[src/rtl/multicycle_ctrl.sv]
// Multicycle control FSM for the 8-bit CPU datapath.
// Walks each instruction through FETCH/DECODE/EXEC/MEM/WB over a single
// shared memory port, drives the datapath strobes, counts retired
// instructions and parks in HALT on a HALT or illegal opcode.
module multicycle_ctrl #(
    parameter int CWIDTH = 8
) (
    input  logic              clk,
    input  logic              reset,
    input  logic [3:0]        opcode,
    input  logic [3:0]        funct,
    input  logic              zero,
    input  logic              mem_ready,
    output logic              mem_req,
    output logic              mem_we,
    output logic              iord,
    output logic              ir_we,
    output logic              pc_we,
    output logic              memtoreg,
    output logic              pcsrc,
    output logic              alusrc,
    output logic              regdst,
    output logic              regwrite,
    output logic              jump,
    output logic [3:0]        alucontrol,
    output logic              halted,
    output logic              illegal,
    output logic [CWIDTH-1:0] instret
);

    localparam logic [3:0] OP_RTYPE = 4'b0000;
    localparam logic [3:0] OP_ADDI  = 4'b0001;
    localparam logic [3:0] OP_LW    = 4'b0010;
    localparam logic [3:0] OP_SW    = 4'b0011;
    localparam logic [3:0] OP_BEQ   = 4'b0100;
    localparam logic [3:0] OP_J     = 4'b0101;
    localparam logic [3:0] OP_HALT  = 4'b1111;

    localparam logic [3:0] ALU_ADD  = 4'b0010;
    localparam logic [3:0] ALU_SUB  = 4'b0110;

    typedef enum logic [2:0] {
        S_FETCH,
        S_DECODE,
        S_EXEC,
        S_MEM,
        S_WB,
        S_HALT
    } state_t;

    state_t            state;
    state_t            state_next;
    logic [3:0]        op_q;
    logic [3:0]        funct_q;
    logic              illegal_q;
    logic [CWIDTH-1:0] instret_q;
    logic              retire;
    logic              set_illegal;

    logic              mem_req_c;
    logic              mem_we_c;
    logic              iord_c;
    logic              ir_we_c;
    logic              pc_we_c;
    logic              memtoreg_c;
    logic              pcsrc_c;
    logic              alusrc_c;
    logic              regdst_c;
    logic              regwrite_c;
    logic              jump_c;
    logic [3:0]        alucontrol_c;

    // State register; reset always restarts at FETCH.
    always_ff @(posedge clk or negedge reset) begin
        if (!reset) begin
            state <= S_FETCH;
        end else begin
            state <= state_next;
        end
    end

    // Capture the opcode/funct while the freshly loaded IR is decoded, so
    // later states do not depend on the IR staying untouched.
    always_ff @(posedge clk or negedge reset) begin
        if (!reset) begin
            op_q    <= 4'b0000;
            funct_q <= 4'b0000;
        end else if (state == S_DECODE) begin
            op_q    <= opcode;
            funct_q <= funct;
        end
    end

    // Retired-instruction counter (wraps naturally) and sticky illegal flag.
    always_ff @(posedge clk or negedge reset) begin
        if (!reset) begin
            instret_q <= '0;
            illegal_q <= 1'b0;
        end else begin
            if (retire) begin
                instret_q <= instret_q + CWIDTH'(1);
            end
            if (set_illegal) begin
                illegal_q <= 1'b1;
            end
        end
    end

    // Next-state and strobe decode from the current state and latched opcode.
    always_comb begin
        state_next   = state;
        retire       = 1'b0;
        set_illegal  = 1'b0;
        mem_req_c    = 1'b0;
        mem_we_c     = 1'b0;
        iord_c       = 1'b0;
        ir_we_c      = 1'b0;
        pc_we_c      = 1'b0;
        memtoreg_c   = 1'b0;
        pcsrc_c      = 1'b0;
        alusrc_c     = 1'b0;
        regdst_c     = 1'b0;
        regwrite_c   = 1'b0;
        jump_c       = 1'b0;
        alucontrol_c = 4'b0000;

        case (state)
            S_FETCH: begin
                mem_req_c = 1'b1;
                if (mem_ready) begin
                    ir_we_c    = 1'b1;
                    pc_we_c    = 1'b1;
                    state_next = S_DECODE;
                end
            end

            S_DECODE: begin
                case (opcode)
                    OP_J: begin
                        pc_we_c    = 1'b1;
                        jump_c     = 1'b1;
                        retire     = 1'b1;
                        state_next = S_FETCH;
                    end
                    OP_HALT: begin
                        state_next = S_HALT;
                    end
                    OP_RTYPE, OP_ADDI, OP_LW, OP_SW, OP_BEQ: begin
                        state_next = S_EXEC;
                    end
                    default: begin
                        set_illegal = 1'b1;
                        state_next  = S_HALT;
                    end
                endcase
            end

            S_EXEC: begin
                case (op_q)
                    OP_RTYPE: begin
                        alucontrol_c = funct_q;
                        alusrc_c     = 1'b1;
                        state_next   = S_WB;
                    end
                    OP_ADDI: begin
                        alucontrol_c = ALU_ADD;
                        state_next   = S_WB;
                    end
                    OP_LW, OP_SW: begin
                        alucontrol_c = ALU_ADD;
                        state_next   = S_MEM;
                    end
                    OP_BEQ: begin
                        alucontrol_c = ALU_SUB;
                        alusrc_c     = 1'b1;
                        pcsrc_c      = 1'b1;
                        pc_we_c      = zero;
                        retire       = 1'b1;
                        state_next   = S_FETCH;
                    end
                    default: begin
                        state_next = S_HALT;
                    end
                endcase
            end

            S_MEM: begin
                mem_req_c = 1'b1;
                iord_c    = 1'b1;
                mem_we_c  = (op_q == OP_SW);
                if (mem_ready) begin
                    if (op_q == OP_LW) begin
                        state_next = S_WB;
                    end else begin
                        retire     = 1'b1;
                        state_next = S_FETCH;
                    end
                end
            end

            S_WB: begin
                regwrite_c = 1'b1;
                memtoreg_c = (op_q != OP_LW);
                regdst_c   = (op_q == OP_RTYPE);
                retire     = 1'b1;
                state_next = S_FETCH;
            end

            S_HALT: begin
                state_next = S_HALT;
            end

            default: begin
                state_next = S_FETCH;
            end
        endcase
    end

    // Every strobe is gated by reset so an asserted reset silences the
    // datapath and the memory port immediately, without a clock edge.
    assign mem_req    = reset & mem_req_c;
    assign mem_we     = reset & mem_we_c;
    assign iord       = reset & iord_c;
    assign ir_we      = reset & ir_we_c;
    assign pc_we      = reset & pc_we_c;
    assign memtoreg   = reset & memtoreg_c;
    assign pcsrc      = reset & pcsrc_c;
    assign alusrc     = reset & alusrc_c;
    assign regdst     = reset & regdst_c;
    assign regwrite   = reset & regwrite_c;
    assign jump       = reset & jump_c;
    assign alucontrol = reset ? alucontrol_c : 4'b0000;
    assign halted     = reset & (state == S_HALT);
    assign illegal    = illegal_q;
    assign instret    = instret_q;

endmodule

[config.mk]
export PLATFORM = sky130hd
export DESIGN_NAME = multicycle_ctrl
export DESIGN_NICKNAME = d
export VERILOG_FILES = /design/src/rtl/multicycle_ctrl.sv
export SDC_FILE = /design/constraint.sdc
export NUM_CORES = 1
export LEC_CHECK = 0
export CAP_MARGIN = 20
export CORE_MARGIN = 2
export CORE_UTILIZATION = 50
export CTS_CLUSTER_SIZE = 24
export DETAILED_ROUTE_END_ITERATION = 12
export PLACE_DENSITY = 0.85
export SYNTH_ARGS = -nofsm -noshare
export SYNTH_HDL_FRONTEND = slang
export SYNTH_SLANG_ARGS = --single-unit
[constraint.sdc]
create_clock -name clk -period 3.2 [get_ports clk]
set_input_delay 0.48 -clock clk [delete_from_list [all_inputs] [get_ports clk]]
set_output_delay 0.48 -clock clk [all_outputs]
set_load 0.05 [all_outputs]
; Word-level counts from Yosys, hierarchy flattened
; Index checks and enable logic that the tools add are counted.
[word_totals]
register_bits = 20
output_inout_bits = 25
word_cells = 77
[classes]
n_addsub = 1
n_eq_ne = 18
muxes = 30
n_bitwise = 12
reduce_logical = 11
[ops]
columns = op, n
row1 = two-way mux 1 bit, 19
row2 = equality test 4 x 2 -> 1 bit (second input constant), 4
row3 = one-hot mux 3 bit (5 select lines), 1
row4 = bitwise AND 1 bit, 12
row5 = equality test 4 x 3 -> 1 bit (second input constant), 3
row6 = one-hot mux 4 bit (3 select lines), 1
row7 = two-way mux 3 bit, 3
row8 = one-hot mux 3 bit (3 select lines), 1
row9 = adder 8 x 1 -> 8 bit (second input constant), 1
row10 = equality test 4 x 1 -> 1 bit (second input constant), 2
row11 = logical NOT 4 bit, 2
row12 = two-way mux 4 bit, 2
row13 = OR reduction 2 bit, 4
row14 = OR reduction 7 bit, 1
row15 = equality test 3 x 2 -> 1 bit (second input constant), 2
row16 = equality test 3 bit (second input constant), 2
row17 = one-hot mux 3 bit (2 select lines), 1
row18 = OR reduction 5 bit, 1
row19 = equality test 4 bit (second input constant), 1
row20 = inequality test 2 bit (second input constant), 2
row21 = inequality test 4 x 2 -> 1 bit (second input constant), 1
row22 = one-hot mux 1 bit (4 select lines), 1
row23 = equality test 3 x 1 -> 1 bit (second input constant), 1
row24 = logical NOT 3 bit, 1
row25 = other kinds (3), 3

; Logic depth before layout (Yosys ltp)
[depth]
depth_word = 5
mapped_depth = 6
mapped_depth_nobuf = 5

; Worst setup path after synthesis
; No wires, ideal clock.
[synth_path]
path_type = register to output
from = register state[1]
to = output port alucontrol[1]
t_arrival_ns = 2.493
slack_ns = 0.227
stages_incl_launch_ff = 5
path_buffers = 1
cell_sequence = dfrtp_1 clkbuf_1 and2b_1 nand2_1 nor4b_1
[synth_via]
elab_chain_len = 3
[synth_lines]
columns = item, line
row1 = from (decl), 51  ; state_t state;
row2 = from (signal assigned), 78  ; state <= state_next;
row3 = equality test 3 x 2 -> 1 bit, 127  ; case (state)
row4 = two-way mux 4 bit, 127
row5 = two-way mux 4 bit, 232  ; assign alucontrol = reset ? alucontrol_c : 4'b0000;
row6 = to (decl), 25  ; output logic [3:0] alucontrol,
; Every way passes these cells.

; Worst setup path in the final report
[layout_path]
from = input port reset
to = output port alucontrol[3]
[layout_via]
elab_chain_len = 1
[layout_lines]
columns = item, line
row1 = from (decl), 9  ; input logic reset,
row2 = two-way mux 4 bit, 232
; Every way passes these cells.

==> metrics.cfg <==
[min_path]
whs_path_depth=1
holdPathEnd=instret[7]
hp-class=flop to flop
hp-start=instret[7]

[logic_synthesis]
synth_warnings=0
synth-seq-cells=20
synth-edff-count=0
synth.distinct_cells=43
synthTopCellsByCount=20 x dfrtp_1, 8 x mux2_2, 8 x nand2_1, 8 x nor2_1
yosys.area.top_type=dfrtp_1
yosysMostFrequentCell=dfrtp_1
synthDominantCellAreaShare=0.4128
async_reset_ff_frac=1.000
ys.flop_type=dfrtp_1
synth_fp_nets=137
synth.area.top_cells=dfrtp_1 41%, mux2_2 7.4%, xnor2_1 5.1%
synth_area_sq_um=1212
synthCells=124
yosysSeqAreaShare=0.4128
postSynthAreaPerCell_sq_um=9.778

[die]
start_util=0.5377
row_count=17
die_x_microns=53.24
die_height_microns=53.24
core_sq_um=2255
dieArea_sq_um=2835
boundaryPins=37

[timing]
fmax_mhz=367.6
rsz0062_at_grt=false
hold_violations=0
finClkSkew_ns=0.006582
worst_slew_pin_slew_ns=0.5551
fin_ws_ns=0.4800
period_needed_ns=2.720
relSlewSlack=0.6247
setup-tns-final_ns=0
finalCritPeriodShare=0.8500
setup_viol_count_final=0
slew_viol_final=0

[worst_setup_path]
crit_path_end_kind=output port
reg2reg_setup_slack_ns=1.08
cpPeakStageDelay_ns=0.48
rr_endpoint=instret[1]
path_class=input pin to output port
crit_chain=clkdlybuf4s50_1 -> nor2b_1 -> nand2_1 -> or2_2 -> nor3b_1 -> buf_12
worstPathRequired_ns=2.72
r2r_start=state[0]
cp-startpoint=reset
path_buf_inv=2
crit_family=simple AND/OR/NAND/NOR gates
crit_path_start_kind=input pin
reg2reg_depth=4
worstPathArrival_ns=2.24
crit_slowest_cell=clkdlybuf4s50_1
crit_path_max_fanout=5

[placement]
globalplace.congestion=0.8396
dp_hpwl_microns=2338
io_buffers=36
pre_cts_ws_ns=0.4591
dp.cells=184

[final_layout]
multi_input_area_sq_um=676.9
fillerInstances=150
ff_latch_area_sq_um=500.5
instances_no_fill=188
antenna_cells_inserted=0
fin_nets=174
syn_to_final_growth_pct=47.78
drive_gt1_frac=0.2375

[clocking]
cts_root_buffer=clkbuf_4
cts_buffers=3
clock_latency_ns=0.31
cts_tree=built
post-cts-setup-buffers=0
cts.sinks=20
h-tree-depth=1
postCtsResizedCells=0
clk_path_buf_depth=2
clk_pin_slew_ns=0.12
hold_buffers=0

[grt]
grt_max_degree=24
grt_pass1_vias=1059
track_usage=0.2617
grt_remaining_overflow=0
antenna_found_initial=0
grt_pass1_wl_microns=5244

[route]
routed_wl_microns=3175
wl_per_cell_microns=16.89
drtAntennaViolNets=0
first_iter_violations=21
first_pass_iters=4
route.detailed.drc=0
viasPerCell=5.883
num_vias=1106

[power_and_ir_drop]
p_total_w=0.001493
peakVddDrop_uv=875.0
cellPowerDensity_nw_per_um2=833.2
p_leak_nw=0.7265

[flow_run]
max_cap_viol_count=0

[outcome]
status=complete, no violations

-- layout make-up --
type,count,area share
Multi-Input combinational cell,95,0.3778
Timing Repair Buffer,37,0.2947
Sequential cell,20,0.2793
Clock buffer,4,0.02025
Tap cell,28,0.01955
Inverter,4,0.008380
-- routing by layer --
layer  wire length (microns)  up-vias  global-route usage  part of all wire
met5                       0        -                   0                 0
met4                      48        0             0.09402             0.015
met3                     203        5             0.06780             0.064
met2                    1575       41              0.4280              0.50
met1                    1347      540              0.3303              0.42
li1                        -      520                   -                 -
-- flip-flops by register name, indices dropped and copies added (netlist names) --
name     count
funct_q      4
illegal      1
instret      8
op_q         4
state        3
-- cell families (layout without fill, tap and decap cells) --
logic type / after synthesis / count (layout) / synth area share
AO/OA/AOI/OAI: 24 / 24 / 0.1424
XOR/XNOR: 7 / 7 / 0.05057
adder cells (fa/ha/maj): 1 / 1 / 0.01032
buffers and inverters: 9 / 45 / 0.02888
flip-flops: 20 / 20 / 0.4128
multiplexers: 9 / 9 / 0.08669
AND/OR/NAND/NOR: 54 / 54 / 0.2683
-- cells in the final DEF, fill, tap and decap left out, types with 2 or more instances in the layout --
cell and instances:
a21oi_1 2, and2_1 2, and3_1 4, and4_1 3, buf_12 16, clkbuf_4 3
clkdlybuf4s50_1 20, dfrtp_1 20, inv_1 4, mux2_2 8, nand2_1 8, nand2b_1 3
nand3_1 3, nor2_1 8, nor2_2 2, nor2b_1 4, nor3_1 3, nor3b_1 3
nor4b_1 2, o21a_1 2, o21ai_0 7, o21ai_1 2, o22ai_1 2, xnor2_1 7
-- worst reg2reg max path: cells and delay by family (launching register included) --
kind / cells / cell delay (ns)
DFF: 1 / 0.62
and+or+nand+nor: 2 / 0.68
AOI/OAI and AO/OA: 1 / 0.40
muxes: 1 / 0.31
-- report_power, final --
group | total (W) | switching (W) | internal (W)
registers | 0.000538 | 0.000184 | 0.000354
logic | 0.000802 | 0.000429 | 0.000373
clock network | 0.000153 | 0.0000834 | 0.0000696
total | 0.00149 | 0.000696 | 0.000797
-- worst max path at each step --
stage	endpoint	cells past startpoint	slack (ns)
2_1_floorplan	alucontrol[1]	4	0.23
3_3_place_gp	pc_we	5	0.51
3_5_place_dp	alucontrol[3]	6	0.46
4_1_cts	alucontrol[3]	6	0.47
5_1_grt	alucontrol[3]	6	0.32
6_report	alucontrol[3]	6	0.48
-- through the flow --
step	cell area [sq um]	hold WS, ns	util
6_report	1792	0.4841	0.7947
4_1_cts	1792	0.4825	0.7947
3_5_place_dp	1755	0.4644	0.7786
3_3_place_gp	1755	0.4577	0.7786
5_1_grt	1792	0.4928	0.7947
2_1_floorplan	1212	0.1844	-
No activity file was read; power rests on OpenSTA's default activity.
